`config.mk`:
```
export PLATFORM = sky130hd
export DESIGN_NAME = pc_gen_flat
export DESIGN_NICKNAME = d
export VERILOG_FILES = /design/src/rtl/pc_gen_pkg.sv /design/src/rtl/pc_gen_if.sv /design/src/rtl/pc_gen_ras_stack.sv /design/src/rtl/pc_gen.sv /design/src/flat_wrapper.sv
export SDC_FILE = /design/constraint.sdc
export NUM_CORES = 1
export LEC_CHECK = 0
export CAP_MARGIN = 5
export CORE_ASPECT_RATIO = 1.1
export CORE_MARGIN = 2
export CORE_UTILIZATION = 58
export DETAILED_ROUTE_END_ITERATION = 16
export PLACE_DENSITY = 0.86
export SLEW_MARGIN = 20
export SYNTH_ARGS = -nofsm -noshare
export SYNTH_HDL_FRONTEND = slang
export SYNTH_SLANG_ARGS = --single-unit
```
`constraint.sdc`:
```
create_clock -name clk -period 9.1 [get_ports clk]
set_clock_uncertainty 0.1 [all_clocks]
set_input_delay 0.91 -clock clk [delete_from_list [all_inputs] [get_ports clk]]
set_output_delay 0.91 -clock clk [all_outputs]
set_load 0.05 [all_outputs]
```
`src/rtl/pc_gen_pkg.sv`:
```
// Shared next-PC mode encodings and constants
// for the program-counter generator.
package pc_pkg;

    typedef enum logic [2:0] {
        PC_SEQ  = 3'd0,
        PC_BR   = 3'd1,
        PC_JAL  = 3'd2,
        PC_JALR = 3'd3,
        PC_RET  = 3'd4
    } pc_src_e;

    localparam int ILEN_BYTES = 4;

endpackage

```
`src/rtl/pc_gen_if.sv`:
```
// Control/ALU side bundle of the PC generator:
// the master drives next-PC controls, the slave returns PC state.
interface pc_gen_if #(
    parameter int XLEN = 32
) ();

    logic            pc_load;
    logic [2:0]      pc_src;
    logic            br_taken;
    logic [XLEN-1:0] imm;
    logic [XLEN-1:0] y;
    logic            is_call;
    logic            trap_req;
    logic [XLEN-1:0] trap_vec;
    logic [XLEN-1:0] pc;
    logic [XLEN-1:0] npc;
    logic            misalign;
    logic            ras_empty;
    logic            ras_full;

    modport master (
        output pc_load, pc_src, br_taken, imm, y,
        output is_call, trap_req, trap_vec,
        input  pc, npc, misalign, ras_empty, ras_full
    );

    modport slave (
        input  pc_load, pc_src, br_taken, imm, y,
        input  is_call, trap_req, trap_vec,
        output pc, npc, misalign, ras_empty, ras_full
    );

endinterface

```
`src/rtl/pc_gen_ras_stack.sv`:
```
// Circular return-address stack; a push while full
// overwrites the oldest entry, a pop while empty is ignored.
module ras_stack #(
    parameter int XLEN      = 32,
    parameter int RAS_DEPTH = 4
) (
    input  logic            clk,
    input  logic            rst,
    input  logic            push,
    input  logic            pop,
    input  logic [XLEN-1:0] wdata,
    output logic [XLEN-1:0] top,
    output logic            empty,
    output logic            full
);

    localparam int PW = (RAS_DEPTH > 1) ? $clog2(RAS_DEPTH) : 1;
    localparam int CW = $clog2(RAS_DEPTH + 1);
    localparam logic [CW-1:0] CMAX = CW'(RAS_DEPTH);

    logic [XLEN-1:0] mem [RAS_DEPTH];
    logic [PW-1:0]   ptr;
    logic [CW-1:0]   count;
    logic [PW-1:0]   ptr_inc;

    assign ptr_inc = ptr + PW'(1);
    assign top     = mem[ptr];
    assign empty   = (count == '0);
    assign full    = (count == CMAX);

    // ptr always indexes the most recent entry
    always_ff @(posedge clk) begin
        if (rst) begin
            ptr   <= '0;
            count <= '0;
        end else if (push) begin
            mem[ptr_inc] <= wdata;
            ptr          <= ptr_inc;
            if (!full)
                count <= count + CW'(1);
        end else if (pop && !empty) begin
            ptr   <= ptr - PW'(1);
            count <= count - CW'(1);
        end
    end

endmodule

```
`src/rtl/pc_gen.sv`:
```
// Program-counter generator: next-PC select with trap
// redirection and return prediction from a RAS.
module pc_gen
    import pc_pkg::*;
#(
    parameter int              XLEN      = 32,
    parameter logic [XLEN-1:0] RESET_PC  = '0,
    parameter int              RAS_DEPTH = 4
) (
    input logic    clk,
    input logic    rst,
    pc_gen_if.slave bus
);

    logic [XLEN-1:0] pc_q;
    logic [XLEN-1:0] seq;
    logic [XLEN-1:0] tgt;
    logic [XLEN-1:0] jr;
    logic [XLEN-1:0] nxt;
    logic [XLEN-1:0] ras_top;
    logic            ras_empty;
    logic            ras_full;
    logic            commit;
    logic            push;
    logic            pop;

    assign seq = pc_q + XLEN'(ILEN_BYTES);
    assign tgt = pc_q + bus.imm;
    assign jr  = {bus.y[XLEN-1:1], 1'b0};

    always_comb begin
        nxt = seq;
        if (bus.trap_req) begin
            nxt = bus.trap_vec;
        end else begin
            case (bus.pc_src)
                PC_BR:   nxt = bus.br_taken ? tgt : seq;
                PC_JAL:  nxt = tgt;
                PC_JALR: nxt = jr;
                PC_RET:  nxt = ras_empty ? jr : ras_top;
                default: nxt = seq;
            endcase
        end
    end

    assign commit = bus.pc_load && !bus.trap_req;
    assign push   = commit && bus.is_call &&
                    (bus.pc_src == PC_JAL || bus.pc_src == PC_JALR);
    assign pop    = commit && (bus.pc_src == PC_RET) && !ras_empty;

    always_ff @(posedge clk) begin
        if (rst)
            pc_q <= RESET_PC;
        else if (bus.trap_req || bus.pc_load)
            pc_q <= nxt;
    end

    ras_stack #(
        .XLEN      (XLEN),
        .RAS_DEPTH (RAS_DEPTH)
    ) u_ras (
        .clk   (clk),
        .rst   (rst),
        .push  (push),
        .pop   (pop),
        .wdata (seq),
        .top   (ras_top),
        .empty (ras_empty),
        .full  (ras_full)
    );

    assign bus.pc        = pc_q;
    assign bus.npc       = nxt;
    assign bus.misalign  = !bus.trap_req && (nxt[1:0] != 2'b00);
    assign bus.ras_empty = ras_empty;
    assign bus.ras_full  = ras_full;

endmodule

```
`src/flat_wrapper.sv`:
```
// flat-port wrapper written by rule: the top's interface ports become plain ports
module pc_gen_flat import pc_pkg::*;
#(
    parameter int              XLEN      = 32,
    parameter logic [XLEN-1:0] RESET_PC  = '0,
    parameter int              RAS_DEPTH = 4
)
  (clk, rst, bus_pc_load, bus_pc_src, bus_br_taken, bus_imm, bus_y, bus_is_call, bus_trap_req, bus_trap_vec, bus_pc, bus_npc, bus_misalign, bus_ras_empty, bus_ras_full);
  pc_gen_if #(.XLEN(XLEN)) bus_i ();
  input logic clk;
  input logic rst;
  input wire logic [$bits(bus_i.pc_load)-1:0] bus_pc_load;
  input wire logic [$bits(bus_i.pc_src)-1:0] bus_pc_src;
  input wire logic [$bits(bus_i.br_taken)-1:0] bus_br_taken;
  input wire logic [$bits(bus_i.imm)-1:0] bus_imm;
  input wire logic [$bits(bus_i.y)-1:0] bus_y;
  input wire logic [$bits(bus_i.is_call)-1:0] bus_is_call;
  input wire logic [$bits(bus_i.trap_req)-1:0] bus_trap_req;
  input wire logic [$bits(bus_i.trap_vec)-1:0] bus_trap_vec;
  output wire logic [$bits(bus_i.pc)-1:0] bus_pc;
  output wire logic [$bits(bus_i.npc)-1:0] bus_npc;
  output wire logic [$bits(bus_i.misalign)-1:0] bus_misalign;
  output wire logic [$bits(bus_i.ras_empty)-1:0] bus_ras_empty;
  output wire logic [$bits(bus_i.ras_full)-1:0] bus_ras_full;
  assign bus_i.pc_load = bus_pc_load;
  assign bus_i.pc_src = bus_pc_src;
  assign bus_i.br_taken = bus_br_taken;
  assign bus_i.imm = bus_imm;
  assign bus_i.y = bus_y;
  assign bus_i.is_call = bus_is_call;
  assign bus_i.trap_req = bus_trap_req;
  assign bus_i.trap_vec = bus_trap_vec;
  assign bus_pc = bus_i.pc;
  assign bus_npc = bus_i.npc;
  assign bus_misalign = bus_i.misalign;
  assign bus_ras_empty = bus_i.ras_empty;
  assign bus_ras_full = bus_i.ras_full;
  pc_gen #(.XLEN(XLEN), .RESET_PC(RESET_PC), .RAS_DEPTH(RAS_DEPTH)) u_core (.clk(clk), .rst(rst), .bus(bus_i));
endmodule
```
### Word-level counts from Yosys, hierarchy flattened

Memories as Yosys holds them, arrays and structs flattened. A register that Yosys moved wholly into a read port is not among the register bits.
Index checks and enable logic that the tools add are counted.

* register bits after elaboration: 37
* latch bits: 0
* memory bits (writable): 128
* ROM bits: 0
* output and inout port bits: 67
* logic and storage cells: 45
* memories kept: 1

Memories
* u_core.u_ras.mem: depth 4, bits a word 32, read ports 1, clocked after Yosys merged registers in 1, wr ports 1, RTL line pc_gen_ras_stack.sv:21 `logic [XLEN-1:0] mem [RAS_DEPTH];`

* add/sub/neg operators: 6
* multiply operators: 0
* div/mod/pow operators: 0
* magnitude comparators: 0
* equal/unequal tests: 6
* shift-type cells: 0
* muxes and demuxes: 14
* bitwise gates (word level): 0
* reduce and logical (&&, ||, !) cells: 15

Operator list (count)
* case mux 32 bit (4 select lines): 1
* 2-to-1 mux 32 bit: 3
* adder 32 x 3 -> 32 bit (second input constant): 1
* adder 32 bit: 1
* 2-to-1 mux 3 bit: 3
* 2-to-1 mux 2 bit: 4
* logical AND 1 bit: 7
* == test 3 x 2 -> 1 bit (second input constant): 2
* == test 3 bit (second input constant): 2
* nonzero test 2 bit: 2
* adder 3 x 1 -> 3 bit (second input constant): 1
* == test 3 x 1 -> 1 bit (second input constant): 1
* logical NOT 3 bit: 1
* 2-to-1 mux 1 bit: 3
* subtractor 3 x 1 -> 3 bit (second input constant): 1
* adder 2 x 1 -> 2 bit (second input constant): 1
* logical NOT 1 bit: 2
* logical OR 1 bit: 2
* inequality test 2 bit (second input constant): 1
* AND reduction 2 bit: 1
* subtractor 2 x 1 -> 2 bit (second input constant): 1

### Logic depth before layout (Yosys ltp)

Gate-level depths: netlist of the first run.

* depth after elaboration: 9
* mapped depth: 11
* depth with buffers taken out: 11

### Modules after synthesis

From an unflattened synthesis of the first run, not the netlist that was laid out.

* cells, all modules: 869
* area total of the unflattened synthesis: 9739.3 um^2

By module, submodules not included
* ras_stack: instances 1, cells an instance 217, area an instance 5037.3 um^2
* pc_gen: instances 1, cells an instance 652, area an instance 4702.0 um^2

### Worst setup path before layout of the first run

Ideal clock, no wire load.

* path kind: register to output
* from: register u_core.u_ras.count[1]
* to: output port bus_npc[12]
* arrival time: 3563 ps
* path slack: 4527 ps
* stages on the path, launching flop included: 7
* cell sequence: dfxtp_1 -> nor3_1 -> a22o_1 -> buf_2 -> buf_1 -> a222oi_1 -> a31oi_1

* word-level cells in the longest chain between the ends: 4

RTL lines
* start, declared: RTL line pc_gen_ras_stack.sv:23 `logic [CW-1:0] count;`
* start signal, assigned: RTL line pc_gen_ras_stack.sv:40 `count <= count + CW'(1);`
* start signal, assigned: RTL line pc_gen_ras_stack.sv:43 `count <= count - CW'(1);`
* logical NOT 3 bit: RTL line pc_gen_ras_stack.sv:28 `assign empty = (count == '0);`
* net bus_ras_empty: RTL line flat_wrapper.sv:23 `output wire logic [$bits(bus_i.ras_empty)-1:0] bus_ras_empty;`
* 2-to-1 mux 32 bit: RTL line pc_gen.sv:40 `PC_RET: nxt = ras_empty ? jr : ras_top;`
* case mux 32 bit (4 select lines): RTL line pc_gen.sv:36 `case (bus.pc_src)`
* 2-to-1 mux 32 bit: RTL line pc_gen.sv:33 `if (bus.trap_req) begin`
* end, declared: RTL line flat_wrapper.sv:21 `output wire logic [$bits(bus_i.npc)-1:0] bus_npc;`

The timed path passes the listed nets, and every way through them passes these cells.

### Worst setup path after layout of the first run

* from: input port bus_imm[0]
* to: output port bus_npc[18]

* word-level cells in the longest chain between the ends: 4

RTL lines
* start, declared: RTL line flat_wrapper.sv:15 `input wire logic [$bits(bus_i.imm)-1:0] bus_imm;`
* adder 32 bit (*): RTL line pc_gen.sv:28 `assign tgt = pc_q + bus.imm;`
* 2-to-1 mux 32 bit: RTL line pc_gen.sv:37 `PC_BR: nxt = bus.br_taken ? tgt : seq;`
* case mux 32 bit (4 select lines) (*): RTL line pc_gen.sv:36
* 2-to-1 mux 32 bit (*): RTL line pc_gen.sv:33

Every way passes the cells marked *; elsewhere a longest branch is shown, timed or not.

==> out/metrics.yaml, run 1 <==
synth:
  synth_top_area_share: 0.401
  synth.most_common_cell: "edfxtp_1"
  syn_inst: 853
  yosys.cell_types.count: 78
  synth_warnings: 0
  synthFlopType: "edfxtp_1"
  synthesis.nets: 996
  synthTopCellsByCount: "edfxtp_1, nand2_1, a21oi_1, nor2_1, dfxtp_1"
  synth.area.top_cells: "edfxtp_1, dfxtp_1, mux4_2, ha_1, a21oi_1"
  syn_area_sq_mm: 0.00959
  async_flop_share: 0
  synth-edff-count: 128
  syn_avg_cell_area_sq_um: 11.2
  ys_seq_elements: 167
  synth_top_cell_by_area: "edfxtp_1"
  yosysSeqAreaShare: 0.482
timing:
  setup_ws_ns: 3.27
  period_minus_slack_ns: 5.83
  fin_crit_sh: 0.640
  finalSetupViolations: 0
  grt_setup_unrepaired: "false"
  finalHoldViolations: 0
  worstMarginPinSlew_ns: 1.03
  slew_headroom: 0.305
  fmax_mhz: 172
  slew_violations: 0
  setup_tns_ns: 0
place:
  gp_congestion: 0.949
  placed_area_sq_mm: 0.0114
  post-place-ws_ns: 3.39
  hpwlAfterDp_microns: 20100
  portBuffers: 170
drt:
  finalWirelength_microns: 30000
  first_pass_iters: 8
  antenna_left: 0
  drcViolationCount: 0
  drtIter0Drc: 1247
  via_per_inst: 6.80
  vias: 8299
  wl_per_cell_microns: 24.6
grt:
  grt_usage: 0.343
  gr-total-overflow: 0
  grt_max_degree: 41
  first_global_vias: 8033
  antenna_found_initial: 0
  grt_pass1_wl_microns: 46100
outcome:
  outcome: "finished, final reports clean"
finish:
  drive_above_1_share: 0.101
  nNetsFinal: 1146
  postLayoutCellArea_sq_mm: 0.0120
  syn2layout_area_growth_pct: 25.2
  antenna_cells: 0
  postLayoutCoreUtil: 0.739
die:
  die_h_microns: 139
  dieArea_sq_mm: 0.0176
  ios: 172
  coreArea_sq_mm: 0.0162
  start_util: 0.590
  dieWidth_microns: 127
  row_count: 49
power_and_ir_drop:
  p_leak_uw: 0.00425
  powerDensity_mw_per_mm2: 177
  power.total_uw: 2120
  ir_drop_mv: 0.168
cts:
  root_buffer: "clkbuf_16"
  post_cts_resize_count: 0
  ctsHoldBuffers: 0
  cts_buffers: 17
  clock-sinks: 167
  htreeDepth: 4
  cts_tree: "done"
  path_clk_slew_ns: 0.07
  ctsLongestPathBuffers: 2
  post_cts.repair.setup_buffers: 0
  worstSkewPairLatency_ns: 0.44
setup_path:
  rr_endpoint: "u_core.bus.pc[14]"
  cp_data_arrival_time_ns: 4.82
  r2r_cells: 11
  critPathLaunchType: "primary input"
  end_kind: "output pin"
  r2r-start: "u_core.bus.pc[0]"
  cp_max_fo: 4
  crit_type: "in2out"
  rrSetupSlack_ns: 5.66
  cp.required_ns: 8.09
hold_path:
  whs_path_depth: 2
  min_path_type: "reg2reg"
  holdPathEnd: "u_core.bus.pc[13]"
  hp-start: "u_core.bus.pc[13]"
job:
  drv_cap: 0
-- registers in the layout, summed over array words and instances (netlist names), named ones only --
signal and flops:
u_core.u_ras.ptr 2, u_core.u_ras.count 3, u_core.u_ras.mem 128, u_core.bus.pc 32
-- kinds of logic after synthesis --
logic type | share of synthesized area
compound gates | 0.171
simple gates | 0.134
buf+inv | 0.0296
fa+ha+maj | 0.0512
flops | 0.482
mux | 0.0839
xor+xnor | 0.0483
-- layout make-up --
| class | count | area, sq um |
|---|---|---|
| Sequential cell | 167 | 4630 |
| Inverter | 17 | 63.8 |
| Clock inverter | 15 | 159 |
| Multi-Input combinational cell | 618 | 4690 |
| Clock buffer | 17 | 425 |
| Fill cell | 1048 | 4240 |
| Tap cell | 204 | 255 |
| Timing Repair Buffer | 182 | 1790 |
-- layer usage --
| layer | up-vias | part of all wire | GRT usage |
|---|---|---|---|
| met4 | 0 | 0.037 | 0.131 |
| met2 | 621 | 0.47 | 0.536 |
| met3 | 90 | 0.12 | 0.0667 |
| met5 | - | 0 | 0 |
| li1 | 3622 | - | - |
| met1 | 3966 | 0.37 | 0.478 |
-- per-stage QoR --
stage | std cells | hold slack, ns
after floorplan | 853 | 0.394
after global placement | 1188 | 0.395
after detailed placement | 1188 | 0.391
after CTS | 1220 | 0.405
after global routing | 1220 | 0.467
final | 1220 | 0.404
-- worst max-delay path by stage --
| stage | from | end | slack, ns | cells after the start |
|---|---|---|---|---|
| finish | bus_imm[0] | bus_npc[18] | 3.27 | 13 |
| detailed placement | bus_imm[0] | bus_npc[24] | 3.39 | 13 |
| floorplan | u_core.u_ras.count[1] | bus_npc[12] | 4.53 | 6 |
| CTS | bus_imm[0] | bus_npc[24] | 3.36 | 13 |
| global route | bus_imm[0] | bus_npc[18] | 3.11 | 13 |
| global placement | bus_imm[0] | bus_npc[24] | 3.40 | 13 |
-- critical path, cell delays in order --
cell and delay [ns]:
clkdlybuf4s50_1 0.48, ha_1 0.19, inv_1 0.07, fa_1 0.41
nor2b_1 0.19, o2111a_1 0.27, nor2_1 0.10, o22ai_1 0.41
a21oi_1 0.16, xnor2_1 0.32, nand2_1 0.11, a31oi_1 0.33
clkdlybuf4s50_1 0.88
-- where the power goes --
group          switching [uW]  internal (uW)
Combinational             325            197
Sequential               31.1            841
Clock                     337            390
-- cell usage in the layout, fill, tap and decap left out, drive strengths merged, types with 10 or more instances in the layout --
cell	count
a21o	15
a21oi	66
a221o	20
a221oi	12
buf	13
clkbuf	17
clkdlybuf4s50	169
dfxtp	39
edfxtp	128
ha	36
inv	25
mux4	32
nand2	74
nand3	27
nand4	14
nor2	65
nor3	16
o21ai	27
or3	10
xnor2	28
xor2	24
No activity file was read; power rests on OpenSTA's default activity.
==> run 2, diff against run 1 <==
CORE_UTILIZATION = 54   (was 58)
PLACE_DENSITY = 0.81   (was 0.86)
clock period = 5.65 ns   (was 9.1 ns; I/O delays follow)
==> out/metrics.yaml, run 2 (synthesis gave the netlist of run 1 again) <==
finish:
  layout_common_cells: "clkdlybuf4s50_1, edfxtp_1, nand2_1"
  nNetsFinal: 1149  # +0.26%
  fillers: 1292  # +23%
  syn2layout_area_growth_pct: 25.5
  regMostFlops: "u_core.u_ras.mem"
  final_common_cell: "clkdlybuf4s50_1"
  largest_reg_flops: 128  # unchanged
  finalNonFillerCells: 1257  # +3.0%
  antenna_cells: 0  # unchanged
  drive_above_1_share: 0.102  # +0.000683
timing:
  fmax_mhz: 196
  finalHoldViolations: 0  # unchanged
  period_minus_slack_ns: 5.11
  grt_setup_unrepaired: "false"
  fin_crit_sh: 0.905
  finalSetupViolations: 0  # unchanged
  slew_headroom: 0.347  # +0.0418
  setup_ws_ns: 0.535  # -2.74 ns
  slew_violations: 0  # unchanged
  setup_tns_ns: 0  # unchanged
  worstMarginPinSlew_ns: 0.979  # -0.0548 ns
power_and_ir_drop:
  p_leak_uw: 0.00424  # -0.35%
  ir_drop_mv: 0.244  # +46%
  powerDensity_mw_per_mm2: 275  # +56%
setup_path:
  cp_top_family: "compound AO/OA/AOI/OAI gates"
  worst_path_most_repeated_cell: "clkdlybuf4s50_1"
  critPathBufInv: 3  # unchanged
  cpPeakStageDelay_ns: 0.81  # -0.07 ns
  cp_slowest_cell: "clkdlybuf4s50_1"
  cp.required_ns: 4.99  # -3.10 ns
  crit_type: "in2out"
  end_kind: "output pin"
  cp_max_fo: 4  # unchanged
  cp_data_arrival_time_ns: 4.45  # -0.37 ns
  crit_chain: "clkdlybuf4s50_1 > ha_1 > inv_1 > fa_1 > nor2b_1 > o2111a_1 > o21ai_0 > a211o_1 > a21oi_1 > nor3_1 > o311ai_1 > and2_1 > clkdlybuf4s50_1"
  critPathLaunchType: "primary input"
job:
  drv_cap: 0  # unchanged
place:
  post-place-ws_ns: 0.593  # -2.80 ns
  portBuffers: 170  # unchanged
  hpwlAfterDp_microns: 20300  # +1.2%
  gp_congestion: 0.982  # +3.5%
  dpl.cell_count: 1225  # +3.1%
drt:
  antenna_left: 0  # unchanged
  wl_per_cell_microns: 22.5  # -8.6%
  vias: 8073  # -2.7%
  first_pass_iters: 6  # -2
  finalWirelength_microns: 28200  # -5.8%
  via_per_inst: 6.42  # -5.6%
  drtIter0Drc: 999  # -20%
  drcViolationCount: 0  # unchanged
die:
  coreArea_sq_mm: 0.0175  # +8.0%
  dieWidth_microns: 131  # +3.5%
  ios: 172  # unchanged
  start_util: 0.546  # -0.0438
  row_count: 51  # +4.1%
  dieArea_sq_mm: 0.0188  # +7.2%
  die_h_microns: 144  # +3.5%
cts:
  worstSkewPairLatency_ns: 0.43  # about the same
  cts_buffers: 17  # unchanged
  post_cts_resize_count: 0  # unchanged
  clock-sinks: 167  # unchanged
  htreeDepth: 4  # unchanged
  cts_tree: "done"
  ctsLongestPathBuffers: 2  # unchanged
  path_clk_slew_ns: 0.06  # about the same
  ctsHoldBuffers: 0  # unchanged
  root_buffer: "clkbuf_16"
  post_cts.repair.setup_buffers: 0  # unchanged
grt:
  antenna_found_initial: 0  # unchanged
  first_global_vias: 7717  # -3.9%
  gr-total-overflow: 0  # unchanged
  grt_usage: 0.307  # -0.0358
  grt_max_degree: 41  # unchanged
  grt_pass1_wl_microns: 43000  # -6.6%
outcome:
  outcome: "finished, final reports clean"
hold_path:
  min_path_type: "reg2reg"
## run 2: final cells by class
class                      count  area (sq um)  area share
clock buffer                  20           437      0.0363
clock inverter                12           104     0.00863
inverter                      17          63.8     0.00530
multi-input combinational    618          4690       0.390
sequential                   167          4630       0.384
tap                          238           298      0.0248
timing repair buffer         185          1810       0.150
## run 2: worst reg2reg max path, delay by kind of cell, from the launching register on
kind,cells,cell delay (ns)
AND/OR/NAND/NOR,2,0.25
buffers and inverters,1,0.07
adder cells (fa/ha/maj),2,0.68
AO/OA/AOI/OAI,6,1.79
flip-flops,1,0.51
## run 2: worst paths after layout
path | end | cells past startpoint | slack, ns | start
min reg2reg | u_core.bus.pc[13] | 2 | 0.42 | u_core.bus.pc[13]
min | u_core.bus.pc[13] | 2 | 0.42 | u_core.bus.pc[13]
max reg2reg | u_core.bus.pc[20] | 11 | 2.18 | u_core.bus.pc[0]
max | bus_npc[24] | 13 | 0.54 | bus_imm[0]
## run 2: power breakdown
| group | switching, uW | internal, uW | leakage (uW) | total, uW |
|---|---|---|---|---|
| registers | 51.1 | 1360 | 0.00149 | 1410 |
| logic | 512 | 319 | 0.00250 | 831 |
| clock network | 471 | 604 | 0.000252 | 1080 |
## run 2: per-layer routing
metal | wire length, microns | global-route usage | vias up
li1 | - | - | 3625
met1 | 11300 | 0.436 | 3856
met2 | 13000 | 0.476 | 523
met3 | 3000 | 0.0618 | 69
met4 | 846 | 0.0997 | 0
met5 | 0 | 0 | -
## run 2: per-stage QoR
stage	util	hold WS, ns	power (uW)	cell area, sq um
after global routing	0.686	0.472	3420	12000
after CTS	0.686	0.416	3300	12000
after floorplan	-	0.394	1940	9590
after detailed placement	0.655	0.407	2250	11500
after global placement	0.655	0.401	2240	11500
final	0.686	0.420	3310	12000
